<file path="src/rtl/axil_master_initiator.sv">
// Single-outstanding AXI4-Lite master: turns a valid/ready command stream into
// AW/W/B or AR/R transactions and returns one response per command, with a watchdog.
module axil_master_initiator #(
    parameter int ADDR_W         = 32,
    parameter int DATA_W         = 32,
    parameter int TIMEOUT_CYCLES = 1024,
    parameter int CNT_W          = 16
) (
    input  logic                  clk_main_a0,
    input  logic                  rst_main,

    input  logic                  req_valid,
    output logic                  req_ready,
    input  logic                  req_write,
    input  logic [ADDR_W-1:0]     req_addr,
    input  logic [DATA_W-1:0]     req_wdata,
    input  logic [DATA_W/8-1:0]   req_wstrb,

    output logic                  rsp_valid,
    input  logic                  rsp_ready,
    output logic [DATA_W-1:0]     rsp_rdata,
    output logic [1:0]            rsp_resp,
    output logic                  rsp_timeout,

    output logic                  m_awvalid,
    input  logic                  m_awready,
    output logic [ADDR_W-1:0]     m_awaddr,
    output logic                  m_wvalid,
    input  logic                  m_wready,
    output logic [DATA_W-1:0]     m_wdata,
    output logic [DATA_W/8-1:0]   m_wstrb,
    input  logic                  m_bvalid,
    output logic                  m_bready,
    input  logic [1:0]            m_bresp,
    output logic                  m_arvalid,
    input  logic                  m_arready,
    output logic [ADDR_W-1:0]     m_araddr,
    input  logic                  m_rvalid,
    output logic                  m_rready,
    input  logic [DATA_W-1:0]     m_rdata,
    input  logic [1:0]            m_rresp
);

    typedef enum logic [2:0] {
        IDLE,
        WR_ADDR_DATA,
        WR_RESP,
        RD_ADDR,
        RD_RESP,
        RSP,
        DRAIN
    } state_t;

    localparam bit             TO_EN   = (TIMEOUT_CYCLES != 0);
    localparam logic [CNT_W-1:0] TO_LAST = TO_EN ? CNT_W'(TIMEOUT_CYCLES - 1) : '0;
    localparam logic [CNT_W-1:0] CNT_MAX = '1;

    state_t              state_reg;
    logic                req_ready_reg;
    logic                awvalid_reg;
    logic                wvalid_reg;
    logic                arvalid_reg;
    logic                bready_reg;
    logic                rready_reg;
    logic                rsp_valid_reg;
    logic [DATA_W-1:0]   rsp_rdata_reg;
    logic [1:0]          rsp_resp_reg;
    logic                rsp_timeout_reg;
    logic [ADDR_W-1:0]   addr_reg;
    logic [DATA_W-1:0]   wdata_reg;
    logic [DATA_W/8-1:0] wstrb_reg;
    logic                is_write_reg;
    logic                aw_done_reg;
    logic                w_done_reg;
    logic                ar_done_reg;
    logic                resp_done_reg;
    logic [CNT_W-1:0]    cnt_reg;

    logic aw_hs, w_hs, b_hs, ar_hs, r_hs;
    logic aw_fin, w_fin, ar_fin, resp_fin;
    logic active, expire, chans_fin, rsp_clear, drain_done;

    assign aw_hs = awvalid_reg & m_awready;
    assign w_hs  = wvalid_reg  & m_wready;
    assign b_hs  = bready_reg  & m_bvalid;
    assign ar_hs = arvalid_reg & m_arready;
    assign r_hs  = rready_reg  & m_rvalid;

    // "fin" flags include a handshake happening in the current cycle
    assign aw_fin   = aw_done_reg | aw_hs;
    assign w_fin    = w_done_reg  | w_hs;
    assign ar_fin   = ar_done_reg | ar_hs;
    assign resp_fin = resp_done_reg | b_hs | r_hs;

    assign active = (state_reg == WR_ADDR_DATA) || (state_reg == WR_RESP) ||
                    (state_reg == RD_ADDR)      || (state_reg == RD_RESP);
    assign expire = TO_EN && active && (cnt_reg == TO_LAST);

    assign chans_fin  = is_write_reg ? (aw_fin && w_fin && resp_fin) : (ar_fin && resp_fin);
    assign rsp_clear  = !rsp_valid_reg || rsp_ready;
    assign drain_done = chans_fin && rsp_clear;

    assign req_ready   = req_ready_reg;
    assign rsp_valid   = rsp_valid_reg;
    assign rsp_rdata   = rsp_rdata_reg;
    assign rsp_resp    = rsp_resp_reg;
    assign rsp_timeout = rsp_timeout_reg;
    assign m_awvalid   = awvalid_reg;
    assign m_awaddr    = addr_reg;
    assign m_wvalid    = wvalid_reg;
    assign m_wdata     = wdata_reg;
    assign m_wstrb     = wstrb_reg;
    assign m_bready    = bready_reg;
    assign m_arvalid   = arvalid_reg;
    assign m_araddr    = addr_reg;
    assign m_rready    = rready_reg;

    always_ff @(posedge clk_main_a0 or posedge rst_main) begin
        if (rst_main) begin
            state_reg       <= IDLE;
            req_ready_reg   <= 1'b0;
            awvalid_reg     <= 1'b0;
            wvalid_reg      <= 1'b0;
            arvalid_reg     <= 1'b0;
            bready_reg      <= 1'b0;
            rready_reg      <= 1'b0;
            rsp_valid_reg   <= 1'b0;
            rsp_rdata_reg   <= '0;
            rsp_resp_reg    <= 2'b00;
            rsp_timeout_reg <= 1'b0;
            addr_reg        <= '0;
            wdata_reg       <= '0;
            wstrb_reg       <= '0;
            is_write_reg    <= 1'b0;
            aw_done_reg     <= 1'b0;
            w_done_reg      <= 1'b0;
            ar_done_reg     <= 1'b0;
            resp_done_reg   <= 1'b0;
            cnt_reg         <= '0;
        end else begin
            // Channel bookkeeping is state-independent so DRAIN can track stragglers
            if (aw_hs) begin
                awvalid_reg <= 1'b0;
                aw_done_reg <= 1'b1;
            end
            if (w_hs) begin
                wvalid_reg <= 1'b0;
                w_done_reg <= 1'b1;
            end
            if (ar_hs) begin
                arvalid_reg <= 1'b0;
                ar_done_reg <= 1'b1;
            end
            if (b_hs || r_hs) begin
                resp_done_reg <= 1'b1;
            end
            if (active && (cnt_reg != CNT_MAX)) begin
                cnt_reg <= cnt_reg + CNT_W'(1);
            end

            case (state_reg)
                IDLE: begin
                    req_ready_reg <= 1'b1;
                    if (req_valid && req_ready_reg) begin
                        req_ready_reg <= 1'b0;
                        addr_reg      <= req_addr;
                        wdata_reg     <= req_wdata;
                        wstrb_reg     <= req_wstrb;
                        is_write_reg  <= req_write;
                        cnt_reg       <= '0;
                        aw_done_reg   <= 1'b0;
                        w_done_reg    <= 1'b0;
                        ar_done_reg   <= 1'b0;
                        resp_done_reg <= 1'b0;
                        if (req_write) begin
                            awvalid_reg <= 1'b1;
                            wvalid_reg  <= 1'b1;
                            state_reg   <= WR_ADDR_DATA;
                        end else begin
                            arvalid_reg <= 1'b1;
                            state_reg   <= RD_ADDR;
                        end
                    end
                end

                WR_ADDR_DATA: begin
                    if (expire) begin
                        rsp_valid_reg   <= 1'b1;
                        rsp_resp_reg    <= 2'b11;
                        rsp_rdata_reg   <= '0;
                        rsp_timeout_reg <= 1'b1;
                        bready_reg      <= 1'b1;
                        state_reg       <= DRAIN;
                    end else if (aw_fin && w_fin) begin
                        bready_reg <= 1'b1;
                        state_reg  <= WR_RESP;
                    end
                end

                WR_RESP: begin
                    // A response landing on the expiry cycle beats the timeout
                    if (b_hs) begin
                        bready_reg      <= 1'b0;
                        rsp_valid_reg   <= 1'b1;
                        rsp_resp_reg    <= m_bresp;
                        rsp_rdata_reg   <= '0;
                        rsp_timeout_reg <= 1'b0;
                        state_reg       <= RSP;
                    end else if (expire) begin
                        rsp_valid_reg   <= 1'b1;
                        rsp_resp_reg    <= 2'b11;
                        rsp_rdata_reg   <= '0;
                        rsp_timeout_reg <= 1'b1;
                        state_reg       <= DRAIN;
                    end
                end

                RD_ADDR: begin
                    if (expire) begin
                        rsp_valid_reg   <= 1'b1;
                        rsp_resp_reg    <= 2'b11;
                        rsp_rdata_reg   <= '0;
                        rsp_timeout_reg <= 1'b1;
                        rready_reg      <= 1'b1;
                        state_reg       <= DRAIN;
                    end else if (ar_hs) begin
                        rready_reg <= 1'b1;
                        state_reg  <= RD_RESP;
                    end
                end

                RD_RESP: begin
                    if (r_hs) begin
                        rready_reg      <= 1'b0;
                        rsp_valid_reg   <= 1'b1;
                        rsp_resp_reg    <= m_rresp;
                        rsp_rdata_reg   <= m_rdata;
                        rsp_timeout_reg <= 1'b0;
                        state_reg       <= RSP;
                    end else if (expire) begin
                        rsp_valid_reg   <= 1'b1;
                        rsp_resp_reg    <= 2'b11;
                        rsp_rdata_reg   <= '0;
                        rsp_timeout_reg <= 1'b1;
                        state_reg       <= DRAIN;
                    end
                end

                RSP: begin
                    if (rsp_ready) begin
                        rsp_valid_reg <= 1'b0;
                        req_ready_reg <= 1'b1;
                        state_reg     <= IDLE;
                    end
                end

                DRAIN: begin
                    // Late B/R beats are swallowed; only the timeout response is reported
                    if (rsp_valid_reg && rsp_ready) begin
                        rsp_valid_reg <= 1'b0;
                    end
                    if (b_hs) begin
                        bready_reg <= 1'b0;
                    end
                    if (r_hs) begin
                        rready_reg <= 1'b0;
                    end
                    if (drain_done) begin
                        bready_reg    <= 1'b0;
                        rready_reg    <= 1'b0;
                        req_ready_reg <= 1'b1;
                        state_reg     <= IDLE;
                    end
                end

                default: begin
                    state_reg <= IDLE;
                end
            endcase
        end
    end

endmodule

</file>
<file path="config.mk">
export PLATFORM = sky130hd
export DESIGN_NAME = axil_master_initiator
export DESIGN_NICKNAME = d
export VERILOG_FILES = /design/src/rtl/axil_master_initiator.sv
export SDC_FILE = /design/constraint.sdc
export NUM_CORES = 1
export LEC_CHECK = 0
export CORE_MARGIN = 10
export CORE_UTILIZATION = 46
export DETAILED_ROUTE_END_ITERATION = 12
export GPL_ROUTABILITY_DRIVEN = 0
export PLACE_DENSITY_LB_ADDON = 0.3
export REMOVE_ABC_BUFFERS = 1
export SLEW_MARGIN = 30
export SYNTH_ARGS = -nofsm -noshare
export SYNTH_HDL_FRONTEND = slang
export SYNTH_SLANG_ARGS = --single-unit
export TNS_END_PERCENT = 5
</file>
<file path="constraint.sdc">
create_clock -name clk_main_a0 -period 10.9 [get_ports clk_main_a0]
set_input_delay 2.18 -clock clk_main_a0 [delete_from_list [all_inputs] [get_ports clk_main_a0]]
set_output_delay 2.18 -clock clk_main_a0 [all_outputs]
set_load 0.02 [all_outputs]
</file>
==> report_table.html, run 1 <==
<table>
<tr><th>Metric</th><th>Value</th></tr>
<tr><th colspan="2">Status</th></tr>
<tr><td>Run status</td><td>complete, no violations</td></tr>
<tr><th colspan="2">Clock network</th></tr>
<tr><td>Clock sink count</td><td>134</td></tr>
<tr><td>Resized cells post-CTS</td><td>0</td></tr>
<tr><td>TritonCTS clock tree</td><td>done</td></tr>
<tr><td>Maximum clock path buffer count</td><td>2</td></tr>
<tr><td>Post-CTS clock slew at the launch and capture registers of the worst setup and hold paths</td><td>60 ps</td></tr>
<tr><td>Number of hold buffers added after CTS</td><td>0</td></tr>
<tr><td>Number of buffers inserted to repair setup after CTS</td><td>0</td></tr>
<tr><td>Source-to-sink clock delay at the later pin of the worst-skew pair</td><td>420 ps</td></tr>
<tr><td>Cell chosen for the clock root</td><td>clkbuf_16</td></tr>
<tr><td>Number of clock buffers inserted by TritonCTS</td><td>17</td></tr>
<tr><td>Maximum level of the CTS H-tree</td><td>4</td></tr>
<tr><th colspan="2">Yosys</th></tr>
<tr><td>Warning count from the yosys run</td><td>0</td></tr>
<tr><td>Ranking of synthesized cells by instance count</td><td>dfrtp_1, mux2_2, nor2_1</td></tr>
<tr><td>Proportion of netlist area held by the largest area contributor</td><td>a little under three fifths</td></tr>
<tr><td>Number of standard cells after synthesis</td><td>470</td></tr>
<tr><td>Sequential area share after synthesis</td><td>57.5%</td></tr>
<tr><td>Cell with the most instances after synthesis</td><td>dfrtp_1</td></tr>
<tr><td>Cell types occupying the most area after synthesis</td><td>dfrtp_1, mux2_2, a22o_1</td></tr>
<tr><td>Avg Inst Size Synth</td><td>between 10 and 15 um^2</td></tr>
<tr><td>Top cell type by total area after synthesis</td><td>dfrtp_1</td></tr>
<tr><td>Post-synthesis instance area</td><td>5830 um^2</td></tr>
<tr><td>Number of enable-type register cells in the synthesized netlist</td><td>0</td></tr>
<tr><td>Count of state elements after synthesis</td><td>between 100 and 150</td></tr>
<tr><td>Async S/R FF share, synth</td><td>100%</td></tr>
<tr><td>Most used flip-flop cell after synthesis</td><td>dfrtp_1</td></tr>
<tr><td>Number of distinct library cell variants in the gate-level netlist after synthesis</td><td>50</td></tr>
<tr><th colspan="2">Setup path</th></tr>
<tr><td>Worst EP arrival</td><td>4040 ps</td></tr>
<tr><td>CP Launch Type</td><td>input port</td></tr>
<tr><td>Required time reported for the critical path endpoint</td><td>between 10000 and 15000 ps</td></tr>
<tr><td>Critical path type</td><td>in2reg</td></tr>
<tr><td>Crit. Startpoint</td><td>m_bvalid</td></tr>
<tr><td>Cell family contributing the most delay on the critical path</td><td>simple AND/OR/NAND/NOR gates</td></tr>
<tr><td>Crit path cell chain</td><td>clkdlybuf4s50_1, nand2_1, or3_1, a21oi_1, nor2_4, a22o_1</td></tr>
<tr><td>CP Max Fanout</td><td>32</td></tr>
<tr><td>Slowest cell delay on critical path</td><td>520 ps</td></tr>
<tr><td>Library cell contributing the largest single delay on the critical path</td><td>clkdlybuf4s50_1</td></tr>
<tr><td>WP buf/inv</td><td>1</td></tr>
<tr><td>Reg2Reg Launch Point</td><td>state_reg[2]</td></tr>
<tr><td>Nature of the critical path endpoint</td><td>register</td></tr>
<tr><th colspan="2">Finish</th></tr>
<tr><td>Area growth from synthesis to layout</td><td>52.5%</td></tr>
<tr><td>Ant diodes</td><td>0</td></tr>
<tr><td>Post-layout util</td><td>71.0%</td></tr>
<tr><td>Share of layout cells above drive strength 1</td><td>between 10% and 20%</td></tr>
<tr><td>Number of nets in the layout</td><td>806</td></tr>
<tr><td>Layout fillers</td><td>890</td></tr>
<tr><td>Number of standard cells in the final layout excluding fillers</td><td>876</td></tr>
<tr><th colspan="2">Die</th></tr>
<tr><td>Placement row count</td><td>41</td></tr>
<tr><td>Placeable Area</td><td>12500 um^2</td></tr>
<tr><td>Starting Density</td><td>46.6%</td></tr>
<tr><td>Count of boundary I/O pins</td><td>around 260</td></tr>
<tr><td>Height of the die</td><td>133 um</td></tr>
<tr><td>Die width</td><td>about 130 um</td></tr>
<tr><td>Die area</td><td>17600 um^2</td></tr>
<tr><th colspan="2">Timing</th></tr>
<tr><td>Headroom to the max-slew limit</td><td>50.2%</td></tr>
<tr><td>Final worst path period need</td><td>3740 ps</td></tr>
<tr><td>Max Transition Viols Final</td><td>0</td></tr>
<tr><td>Final clock period utilization by the worst path</td><td>34.4%</td></tr>
<tr><td>Crit path setup slack, layout</td><td>7160 ps</td></tr>
<tr><td>Count of final setup violators</td><td>0</td></tr>
<tr><td>Final Hold Viols</td><td>0</td></tr>
<tr><td>Achievable clock frequency</td><td>between 200 and 300 MHz</td></tr>
<tr><td>Summed negative setup slack over all endpoints</td><td>0 ps</td></tr>
<tr><td>Slew @ Worst Pin</td><td>746 ps</td></tr>
<tr><td>Skew final</td><td>around 10 ps</td></tr>
<tr><td>Setup repair after global routing missed its margin</td><td>false</td></tr>
<tr><th colspan="2">Drt</th></tr>
<tr><td>Overall routed net length</td><td>18300 um</td></tr>
<tr><td>Routed vias/inst</td><td>about 5</td></tr>
<tr><td>Residual DRC count</td><td>0</td></tr>
<tr><td>Vias after detailed routing</td><td>4486</td></tr>
<tr><td>Per-cell routed wire length</td><td>20.9 um</td></tr>
<tr><td>Number of DRC markers in iteration 0</td><td>308</td></tr>
<tr><td>ANT nets after route</td><td>0</td></tr>
<tr><td>Detailed-router iteration count before antenna repair</td><td>4</td></tr>
<tr><th colspan="2">GRT</th></tr>
<tr><td>All-layer global routing usage</td><td>between 20% and 30%</td></tr>
<tr><td>First-pass GRT wire length</td><td>28900 um</td></tr>
<tr><td>Number of antenna violations at the first check in global routing</td><td>0</td></tr>
<tr><td>Gr ovfl total</td><td>0</td></tr>
<tr><td>Maximum number of pins on one net before global-route repair</td><td>between 80 and 90</td></tr>
<tr><td>Number of global-route vias before repair</td><td>5029</td></tr>
<tr><th colspan="2">Placement</th></tr>
<tr><td>Placed cell count</td><td>844</td></tr>
<tr><td>Number of port buffers</td><td>255</td></tr>
<tr><td>HPWL Detailed</td><td>between 10000 and 15000 um</td></tr>
<tr><td>Setup Slack @ Placement</td><td>approximately 6500 ps</td></tr>
<tr><th colspan="2">Worst hold path</th></tr>
<tr><td>Min-Delay Startpoint</td><td>ar_done_reg</td></tr>
<tr><td>Worst hold path type</td><td>reg2reg</td></tr>
<tr><th colspan="2">Power and ir drop</th></tr>
<tr><td>Cell leakage power</td><td>between 3 and 4 nW</td></tr>
<tr><td>Peak VDD IR</td><td>0.220 mV</td></tr>
<tr><td>Pwr/cell area</td><td>approximately 320 nW/um^2</td></tr>
<tr><th colspan="2">Flow run</th></tr>
<tr><td>Number of max-cap violations</td><td>0</td></tr>
</table>
## worst paths after layout
kind | to | slack (ps) | depth (start not counted)
worst max-delay path | rsp_rdata[27] | 7160 | 6
worst min-delay path | ar_done_reg | 480 | 2
worst max register to register | m_araddr[10] | 8200 | 4
worst min register to register | ar_done_reg | 480 | 2
max in group asynchronous | rsp_rdata[22] | 7430 | 3
min in group asynchronous | m_araddr[29] | 2260 | 2
## cells in the final DEF (no fill, tap or decap), drive strengths merged, types with 6 or more instances in the layout
cell type | netlist | routed
nand4 | 6 | 6
nand3 | 7 | 7
clkdlybuf4s50 | 0 | 255
clkbuf | 6 | 25
dfrtp | 134 | 134
a22o | 32 | 32
nand2 | 25 | 25
inv | 8 | 8
mux2 | 68 | 68
o21ai | 11 | 11
a21oi | 16 | 16
xor2 | 11 | 11
nor2 | 41 | 41
## worst register-to-register path, cell delays in order (launching register included)
cell	delay (ps)
dfrtp_1	610
or3_1	630
nor2_4	270
buf_6	580
mux2_2	490
## metal layers
layer	up-vias	global-route usage, %	routed length (um)
li1	2075	-	-
met1	2213	22.1	6870
met2	185	35.5	9460
met3	13	10.9	1850
met4	0	5.32	121
met5	-	0	0
## power by group
| group | internal [W] | total, W | switching, W |
|---|---|---|---|
| Combinational | 0.000678 | 0.00135 | 0.000668 |
| Sequential | 0.000713 | 0.000887 | 0.000174 |
| Clock | 0.000378 | 0.000586 | 0.000208 |
## cell type report
cell class	count	area, um^2	share of cell area (%)
clock inverter	7	119	1.34
sequential	134	3350	37.7
clock buffer	25	485	5.46
inverter	8	35.0	0.394
timing repair buffer	257	2570	28.9
multi-input combinational	273	2110	23.7
tap	172	215	2.42
## through the flow
stage          area, um^2  hold slack, ps  power, W
2_1_floorplan        5470             449   0.00154
3_3_place_gp         8260             467   0.00221
3_5_place_dp         8270             469   0.00224
4_1_cts              8880             482   0.00285
5_1_grt              8880             501   0.00297
6_report             8880             478   0.00282
## cells by family (layout without fill, tap and decap cells)
| logic type | Yosys count | in the layout | synth area share (%) |
|---|---|---|---|
| AOI/OAI and AO/OA | 81 | 81 | 10.7 |
| xor gates and xnor gates | 15 | 15 | 2.25 |
| adders and majority gates | 1 | 1 | 0.215 |
| buffers and inverters | 63 | 297 | 6.66 |
| DFF | 134 | 134 | 57.5 |
| muxes | 70 | 70 | 13.5 |
| and+or+nand+nor | 106 | 106 | 9.17 |
Power figures use the tool's default switching activity.
==> run 2, diff against run 1 <==
--- a/config.mk
+++ b/config.mk
@@ -6,7 +6,7 @@
 export NUM_CORES = 1
 export LEC_CHECK = 0
 export CORE_MARGIN = 10
-export CORE_UTILIZATION = 46
+export CORE_UTILIZATION = 42
 export DETAILED_ROUTE_END_ITERATION = 12
 export GPL_ROUTABILITY_DRIVEN = 0
 export PLACE_DENSITY_LB_ADDON = 0.3
==> constraint.sdc (replaced) <==
create_clock -name clk_main_a0 -period 3.8 [get_ports clk_main_a0]
set_input_delay 0.76 -clock clk_main_a0 [delete_from_list [all_inputs] [get_ports clk_main_a0]]
set_output_delay 0.76 -clock clk_main_a0 [all_outputs]
set_load 0.02 [all_outputs]
==> report_table.html, run 2 (synthesized netlist as in run 1, its figures left out) <==
<table>
<tr><th>Metric</th><th>Value</th></tr>
<tr><th colspan="2">GRT</th></tr>
<tr><td>First-pass GRT wire length</td><td>29100 um</td></tr>
<tr><td>Number of global-route vias before repair</td><td>5065</td></tr>
<tr><td>Maximum number of pins on one net before global-route repair</td><td>110</td></tr>
<tr><td>Number of antenna violations at the first check in global routing</td><td>0</td></tr>
<tr><td>Met2 global-route usage</td><td>33.8%</td></tr>
<tr><td>Gr ovfl total</td><td>0</td></tr>
<tr><td>All-layer global routing usage</td><td>20.2%</td></tr>
<tr><td>Met1 global-route usage</td><td>21.7%</td></tr>
<tr><td>GR Util met3</td><td>11.0%</td></tr>
<tr><td>Most crowded layer after global routing</td><td>met2</td></tr>
<tr><th colspan="2">Timing</th></tr>
<tr><td>Final worst path period need</td><td>2640 ps</td></tr>
<tr><td>Slew @ Worst Pin</td><td>624 ps</td></tr>
<tr><td>Max Transition Viols Final</td><td>0</td></tr>
<tr><td>Count of final setup violators</td><td>0</td></tr>
<tr><td>Final clock period utilization by the worst path</td><td>around 69%</td></tr>
<tr><td>Final Hold Viols</td><td>0</td></tr>
<tr><td>Headroom to the max-slew limit</td><td>58.4%</td></tr>
<tr><td>Skew final</td><td>about 15 ps</td></tr>
<tr><td>Setup repair after global routing missed its margin</td><td>false</td></tr>
<tr><td>Achievable clock frequency</td><td>379 MHz</td></tr>
<tr><th colspan="2">Die</th></tr>
<tr><td>Height of the die</td><td>138 um</td></tr>
<tr><td>Starting Density</td><td>43.5%</td></tr>
<tr><td>Die width</td><td>138 um</td></tr>
<tr><td>Placement row count</td><td>42</td></tr>
<tr><td>Die area</td><td>19000 um^2</td></tr>
<tr><td>Count of boundary I/O pins</td><td>256</td></tr>
<tr><td>Placeable Area</td><td>13400 um^2</td></tr>
<tr><th colspan="2">Drt</th></tr>
<tr><td>Number of DRC markers in iteration 0</td><td>273</td></tr>
<tr><td>Routed vias/inst</td><td>5.22</td></tr>
<tr><td>Residual DRC count</td><td>0</td></tr>
<tr><td>ANT nets after route</td><td>0</td></tr>
<tr><td>Per-cell routed wire length</td><td>21.6 um</td></tr>
<tr><td>Overall routed net length</td><td>~19000 um</td></tr>
<tr><td>Vias after detailed routing</td><td>4608</td></tr>
<tr><td>Detailed-router iteration count before antenna repair</td><td>5</td></tr>
<tr><th colspan="2">Clock network</th></tr>
<tr><td>Maximum clock path buffer count</td><td>2</td></tr>
<tr><td>Number of hold buffers added after CTS</td><td>0</td></tr>
<tr><td>Clock sink count</td><td>134</td></tr>
<tr><td>Cell chosen for the clock root</td><td>clkbuf_16</td></tr>
<tr><td>Maximum level of the CTS H-tree</td><td>4</td></tr>
<tr><td>Source-to-sink clock delay at the later pin of the worst-skew pair</td><td>430 ps</td></tr>
<tr><td>TritonCTS clock tree</td><td>done</td></tr>
<tr><td>Number of buffers inserted to repair setup after CTS</td><td>0</td></tr>
<tr><td>Number of clock buffers inserted by TritonCTS</td><td>17</td></tr>
<tr><td>Resized cells post-CTS</td><td>0</td></tr>
<tr><td>Post-CTS clock slew at the launch and capture registers of the worst setup and hold paths</td><td>60 ps</td></tr>
<tr><th colspan="2">Worst hold path</th></tr>
<tr><td>Worst hold path type</td><td>reg2reg</td></tr>
<tr><td>Cells on Worst Hold Path</td><td>2</td></tr>
<tr><td>Min-Delay Startpoint</td><td>ar_done_reg</td></tr>
<tr><td>End of the worst hold path</td><td>ar_done_reg</td></tr>
<tr><th colspan="2">Flow run</th></tr>
<tr><td>Number of max-cap violations</td><td>0</td></tr>
<tr><th colspan="2">Setup path</th></tr>
<tr><td>Cell count of the worst reg-to-reg path</td><td>4</td></tr>
<tr><td>CP Max Fanout</td><td>74</td></tr>
<tr><td>Worst EP arrival</td><td>2940 ps</td></tr>
<tr><td>Reg-to-Reg End</td><td>m_wdata[20]</td></tr>
<tr><td>Reg-to-reg slack, setup</td><td>about 1200 ps</td></tr>
<tr><td>Nature of the critical path endpoint</td><td>register</td></tr>
<tr><td>Required time reported for the critical path endpoint</td><td>4100 ps</td></tr>
<tr><td>Crit path cell chain</td><td>or3_1, nor2_4, buf_12, mux2_2</td></tr>
<tr><td>Cell family contributing the most delay on the critical path</td><td>simple AND/OR/NAND/NOR gates</td></tr>
<tr><td>Library cell contributing the largest single delay on the critical path</td><td>or3_1</td></tr>
<tr><td>Critical path type</td><td>reg2reg</td></tr>
<tr><td>Slowest cell delay on critical path</td><td>620 ps</td></tr>
<tr><td>Reg2Reg Launch Point</td><td>state_reg[2]</td></tr>
<tr><td>CP Launch Type</td><td>register</td></tr>
<tr><td>WP buf/inv</td><td>1</td></tr>
<tr><th colspan="2">Placement</th></tr>
<tr><td>HPWL Detailed</td><td>14200 um</td></tr>
<tr><td>Number of port buffers</td><td>255</td></tr>
<tr><td>Placed cell count</td><td>850</td></tr>
<tr><td>Post-placement cell area</td><td>8310 um^2</td></tr>
<tr><th colspan="2">Power and ir drop</th></tr>
<tr><td>Pwr/cell area</td><td>913 nW/um^2</td></tr>
<tr><td>Peak VDD IR</td><td>0.614 mV</td></tr>
<tr><td>Part of the power in registers</td><td>31.1%</td></tr>
<tr><td>Cell-internal power</td><td>a little over 0.005 W</td></tr>
<tr><td>Switching power</td><td>0.00305 W</td></tr>
<tr><td>Sw Share</td><td>around 37%</td></tr>
<tr><td>Comb power frac</td><td>47.6%</td></tr>
<tr><td>Total power consumption of the routed design</td><td>about 0.0082 W</td></tr>
<tr><td>Clk network pwr share</td><td>21.3%</td></tr>
<tr><td>Cell leakage power</td><td>3.75 nW</td></tr>
<tr><th colspan="2">Finish</th></tr>
<tr><td>Most common cell after layout, fill and taps aside</td><td>clkdlybuf4s50_1</td></tr>
<tr><td>Area growth from synthesis to layout</td><td>53.4%</td></tr>
<tr><td>Share of layout cells above drive strength 1</td><td>16.4%</td></tr>
<tr><td>Final instance area</td><td>around 8900 um^2</td></tr>
<tr><td>Layout fillers</td><td>1046</td></tr>
<tr><td>Most used cells in the layout excluding fill and tap cells</td><td>clkdlybuf4s50_1, dfrtp_1, mux2_2</td></tr>
<tr><td>Post-layout util</td><td>66.7%</td></tr>
<tr><td>Number of standard cells in the final layout excluding fillers</td><td>882</td></tr>
<tr><td>Ant diodes</td><td>0</td></tr>
<tr><td>Number of nets in the layout</td><td>808</td></tr>
<tr><th colspan="2">Status</th></tr>
<tr><td>Run status</td><td>complete, no violations</td></tr>
</table>
-- run 2: cell count changes in the layout (fill, tap and decap cells not counted), sizes merged --
cell,previous run,this run
buf,2,4
clkbuf,25,22
clkinv,2,4
inv,8,9
-- run 2: stage by stage --
stage               setup TNS (ps)  setup slack (ps)  hold WS [ps]
detailed placement               0              1050           479
global route                     0              1050           517
CTS                              0              1170           493
global placement                 0              1110           470
finish                           0              1160           485
floorplan                   -75500              -543           449
-- run 2: metal layers --
layer | routed length, um | up-vias
li1 | - | 2093
met1 | 6830 | 2296
met2 | 9870 | 206
met3 | 2160 | 13
met4 | 158 | 0
met5 | 0 | -
-- run 2: how the worst max path moves through the flow --
stage | to | depth (start not counted) | slack [ps] | from
after CTS | m_wdata[20] | 4 | 1170 | state_reg[2]
final | m_wdata[20] | 4 | 1160 | state_reg[2]
after floorplan | ar_done_reg | 1 | -540 | rst_main
after global routing | m_wdata[20] | 4 | 1050 | state_reg[2]
after global placement | rsp_rdata[23] | 7 | 1110 | m_bvalid
after detailed placement | rsp_rdata[1] | 7 | 1050 | m_bvalid
-- run 2: power groups by stage --
stage / logic, W / registers, W / clock network [W]
finish: 0.00389 / 0.00254 / 0.00174
CTS: 0.00394 / 0.00254 / 0.00177
global route: 0.00413 / 0.00262 / 0.00184
floorplan: 0.00109 / 0.00334 / 0
global placement: 0.00386 / 0.00250 / 0
detailed placement: 0.00391 / 0.00254 / 0
-- run 2: tightest hold or removal path, stage by stage (launching register included) --
cell and delay [ps]:
dfrtp_1 320, a21oi_1 50, nor2_1 70
-- run 2: area by class of cell --
cell class | instances | area, um^2 | area share (%)
tap | 176 | 220 | 2.46
timing repair buffer | 259 | 2610 | 29.2
clock buffer | 22 | 484 | 5.42
clock inverter | 10 | 144 | 1.61
sequential | 134 | 3350 | 37.5
inverter | 8 | 32.5 | 0.364
multi-input combinational | 273 | 2100 | 23.4
==> run 3, diff against run 2 <==
--- a/config.mk
+++ b/config.mk
@@ -6,7 +6,7 @@
 export NUM_CORES = 1
 export LEC_CHECK = 0
 export CORE_MARGIN = 10
-export CORE_UTILIZATION = 42
+export CORE_UTILIZATION = 38
 export DETAILED_ROUTE_END_ITERATION = 12
 export GPL_ROUTABILITY_DRIVEN = 0
 export PLACE_DENSITY_LB_ADDON = 0.3
==> constraint.sdc (replaced) <==
create_clock -name clk_main_a0 -period 2.4 [get_ports clk_main_a0]
set_input_delay 0.48 -clock clk_main_a0 [delete_from_list [all_inputs] [get_ports clk_main_a0]]
set_output_delay 0.48 -clock clk_main_a0 [all_outputs]
set_load 0.02 [all_outputs]
==> report_table.html, run 3 (synthesized netlist as in run 1, its figures left out) <==
<table>
<tr><th>Metric</th><th>Value</th></tr>
<tr><th colspan="2">Clock network</th></tr>
<tr><td>Maximum level of the CTS H-tree</td><td>4</td></tr>
<tr><td>Cell chosen for the clock root</td><td>clkbuf_16</td></tr>
<tr><td>Post-CTS clock slew at the launch and capture registers of the worst setup and hold paths</td><td>60 ps</td></tr>
<tr><td>Number of clock buffers inserted by TritonCTS</td><td>17</td></tr>
<tr><td>Number of hold buffers added after CTS</td><td>0</td></tr>
<tr><td>Maximum clock path buffer count</td><td>2</td></tr>
<tr><td>Resized cells post-CTS</td><td>0</td></tr>
<tr><td>Source-to-sink clock delay at the later pin of the worst-skew pair</td><td>420 ps</td></tr>
<tr><td>Number of buffers inserted to repair setup after CTS</td><td>0</td></tr>
<tr><td>TritonCTS clock tree</td><td>done</td></tr>
<tr><td>Clock sink count</td><td>~130</td></tr>
<tr><th colspan="2">Die</th></tr>
<tr><td>Die area</td><td>20700 um^2</td></tr>
<tr><td>Placement row count</td><td>45</td></tr>
<tr><td>Placeable Area</td><td>approximately 15000 um^2</td></tr>
<tr><td>Starting Density</td><td>38.6%</td></tr>
<tr><td>Count of boundary I/O pins</td><td>256</td></tr>
<tr><td>Die width</td><td>144 um</td></tr>
<tr><td>Height of the die</td><td>144 um</td></tr>
<tr><th colspan="2">Drt</th></tr>
<tr><td>ANT nets after route</td><td>0</td></tr>
<tr><td>Routed vias/inst</td><td>5.15</td></tr>
<tr><td>Detailed-router iteration count before antenna repair</td><td>5</td></tr>
<tr><td>Vias after detailed routing</td><td>4647</td></tr>
<tr><td>Number of DRC markers in iteration 0</td><td>between 200 and 250</td></tr>
<tr><td>Per-cell routed wire length</td><td>21.1 um</td></tr>
<tr><td>Overall routed net length</td><td>19000 um</td></tr>
<tr><td>Residual DRC count</td><td>0</td></tr>
<tr><th colspan="2">Worst hold path</th></tr>
<tr><td>Worst hold path type</td><td>in2async</td></tr>
<tr><th colspan="2">Setup path</th></tr>
<tr><td>Critical path type</td><td>reg2reg</td></tr>
<tr><td>Reg-to-reg slack, setup</td><td>approximately 260 ps</td></tr>
<tr><td>Reg-to-Reg End</td><td>state_reg[1]</td></tr>
<tr><td>Reg2Reg Launch Point</td><td>state_reg[0]</td></tr>
<tr><td>CP Max Fanout</td><td>7</td></tr>
<tr><td>Required time reported for the critical path endpoint</td><td>2730 ps</td></tr>
<tr><td>Crit path cell chain</td><td>or3_1, nand4_4, or3_1, o2111ai_2, nor4b_2, a211oi_2</td></tr>
<tr><td>Slowest cell delay on critical path</td><td>520 ps</td></tr>
<tr><td>Nature of the critical path endpoint</td><td>register</td></tr>
<tr><td>Cell count of the worst reg-to-reg path</td><td>6</td></tr>
<tr><td>Crit. Startpoint</td><td>state_reg[0]</td></tr>
<tr><td>Critical Path End</td><td>state_reg[1]</td></tr>
<tr><td>Worst EP arrival</td><td>2470 ps</td></tr>
<tr><td>CP Launch Type</td><td>register</td></tr>
<tr><td>CP dominant cell by count</td><td>or3_1</td></tr>
<tr><td>Library cell contributing the largest single delay on the critical path</td><td>or3_1</td></tr>
<tr><th colspan="2">Finish</th></tr>
<tr><td>Most used cells in the layout excluding fill and tap cells</td><td>clkdlybuf4s50_1, dfrtp_1, mux2_2</td></tr>
<tr><td>Post-layout util</td><td>59.5%</td></tr>
<tr><td>Number of nets in the layout</td><td>818</td></tr>
<tr><td>Number of standard cells in the final layout excluding fillers</td><td>903</td></tr>
<tr><td>Area growth from synthesis to layout</td><td>54.2%</td></tr>
<tr><td>Share of layout cells above drive strength 1</td><td>17.1%</td></tr>
<tr><td>Most common cell after layout, fill and taps aside</td><td>clkdlybuf4s50_1</td></tr>
<tr><th colspan="2">Power and ir drop</th></tr>
<tr><td>Cell leakage power</td><td>3.77 nW</td></tr>
<tr><td>Comb power frac</td><td>approximately half</td></tr>
<tr><td>Peak VDD IR</td><td>between 0.8 and 0.9 mV</td></tr>
<tr><td>Cell-internal power</td><td>0.00783 W</td></tr>
<tr><td>Clk network pwr share</td><td>18.7%</td></tr>
<tr><td>Sw Share</td><td>37.9%</td></tr>
<tr><td>Pwr/cell area</td><td>approximately 1400 nW/um^2</td></tr>
<tr><td>Switching power</td><td>0.00477 W</td></tr>
<tr><td>Part of the power in registers</td><td>31.3%</td></tr>
<tr><th colspan="2">Timing</th></tr>
<tr><td>Slew @ Worst Pin</td><td>497 ps</td></tr>
<tr><td>Final clock period utilization by the worst path</td><td>between 80% and 90%</td></tr>
<tr><td>Worst Hold Slack</td><td>428 ps</td></tr>
<tr><td>Final worst path period need</td><td>approximately 2100 ps</td></tr>
<tr><td>Count of final setup violators</td><td>0</td></tr>
<tr><td>Final Hold Viols</td><td>0</td></tr>
<tr><td>Achievable clock frequency</td><td>467 MHz</td></tr>
<tr><td>Setup repair after global routing missed its margin</td><td>false</td></tr>
<tr><td>Headroom to the max-slew limit</td><td>66.6%</td></tr>
<tr><td>Max Transition Viols Final</td><td>0</td></tr>
<tr><td>Skew final</td><td>7.91 ps</td></tr>
<tr><td>Crit path setup slack, layout</td><td>261 ps</td></tr>
<tr><th colspan="2">Placement</th></tr>
<tr><td>Number of port buffers</td><td>between 200 and 300</td></tr>
<tr><td>HPWL Detailed</td><td>about 15000 um</td></tr>
<tr><td>Setup Slack @ Placement</td><td>159 ps</td></tr>
<tr><td>Placed cell count</td><td>slightly below 900</td></tr>
<tr><th colspan="2">GRT</th></tr>
<tr><td>First-pass GRT wire length</td><td>roughly 29000 um</td></tr>
<tr><td>All-layer global routing usage</td><td>18.3%</td></tr>
<tr><td>Gr ovfl total</td><td>0</td></tr>
<tr><td>Maximum number of pins on one net before global-route repair</td><td>51</td></tr>
<tr><td>Number of antenna violations at the first check in global routing</td><td>1</td></tr>
<tr><td>Number of global-route vias before repair</td><td>5049</td></tr>
<tr><th colspan="2">Status</th></tr>
<tr><td>Run status</td><td>complete, no violations</td></tr>
<tr><th colspan="2">Flow run</th></tr>
<tr><td>Number of max-cap violations</td><td>0</td></tr>
</table>
## run 3: cell types whose count changed in the layout (fill, tap and decap cells not counted), sizes merged
cell	previous run	this run
buf	4	14
inv	9	8
clkbuf	22	21
diode	0	1
bufinv	3	1
clkinvlp	2	3
clkinv	4	5
## run 3: worst min path at each step
| stage | start | end | slack [ps] | depth (start not counted) |
|---|---|---|---|---|
| floorplan | ar_done_reg | ar_done_reg | 450 | 2 |
| global placement | ar_done_reg | ar_done_reg | 480 | 2 |
| detailed placement | ar_done_reg | ar_done_reg | 480 | 2 |
| CTS | rst_main | m_araddr[22] | 430 | 2 |
| global route | rst_main | m_araddr[22] | 450 | 2 |
| finish | rst_main | m_araddr[22] | 430 | 2 |
## run 3: per-layer routing
layer	share of wire (%)	vias to the layer above	global-route usage [%]
li1	-	2112	-
met3	13	16	11.2
met4	0.95	0	5.27
met5	0	-	0
met2	52	204	30.9
met1	34	2315	18.3
## run 3: layout make-up
type                       instances  area [um^2]
multi-input combinational        273         2100
clock buffer                      21          450
timing repair buffer             269         2730
antenna                            1         2.50
clock inverter                     9         81.3
tap                              188          235
inverter                           8         32.5
fill                            1215         6110
sequential                       134         3350
## run 3: stage by stage
stage	instance area [um^2]	power [W]	setup TNS, ps
floorplan	5470	0.00701	-358650
global placement	8450	0.0101	0
detailed placement	8450	0.0103	0
CTS	8980	0.0127	0
global route	8980	0.0133	0
finish	8980	0.0126	0
## run 3: worst max-delay path: cells and delay by family, from the launching register on
kind               cells  cell delay, ps
and+or+nand+nor        4            1240
AOI/OAI and AO/OA      2             410
DFF                    1             410
## run 3: power groups by stage
stage,logic (W),registers (W),clock network [W]
after floorplan,0.00172,0.00529,0
after global placement,0.00625,0.00390,0
after global routing,0.00669,0.00408,0.00251
after detailed placement,0.00634,0.00394,0
final,0.00630,0.00394,0.00236
after CTS,0.00638,0.00395,0.00241
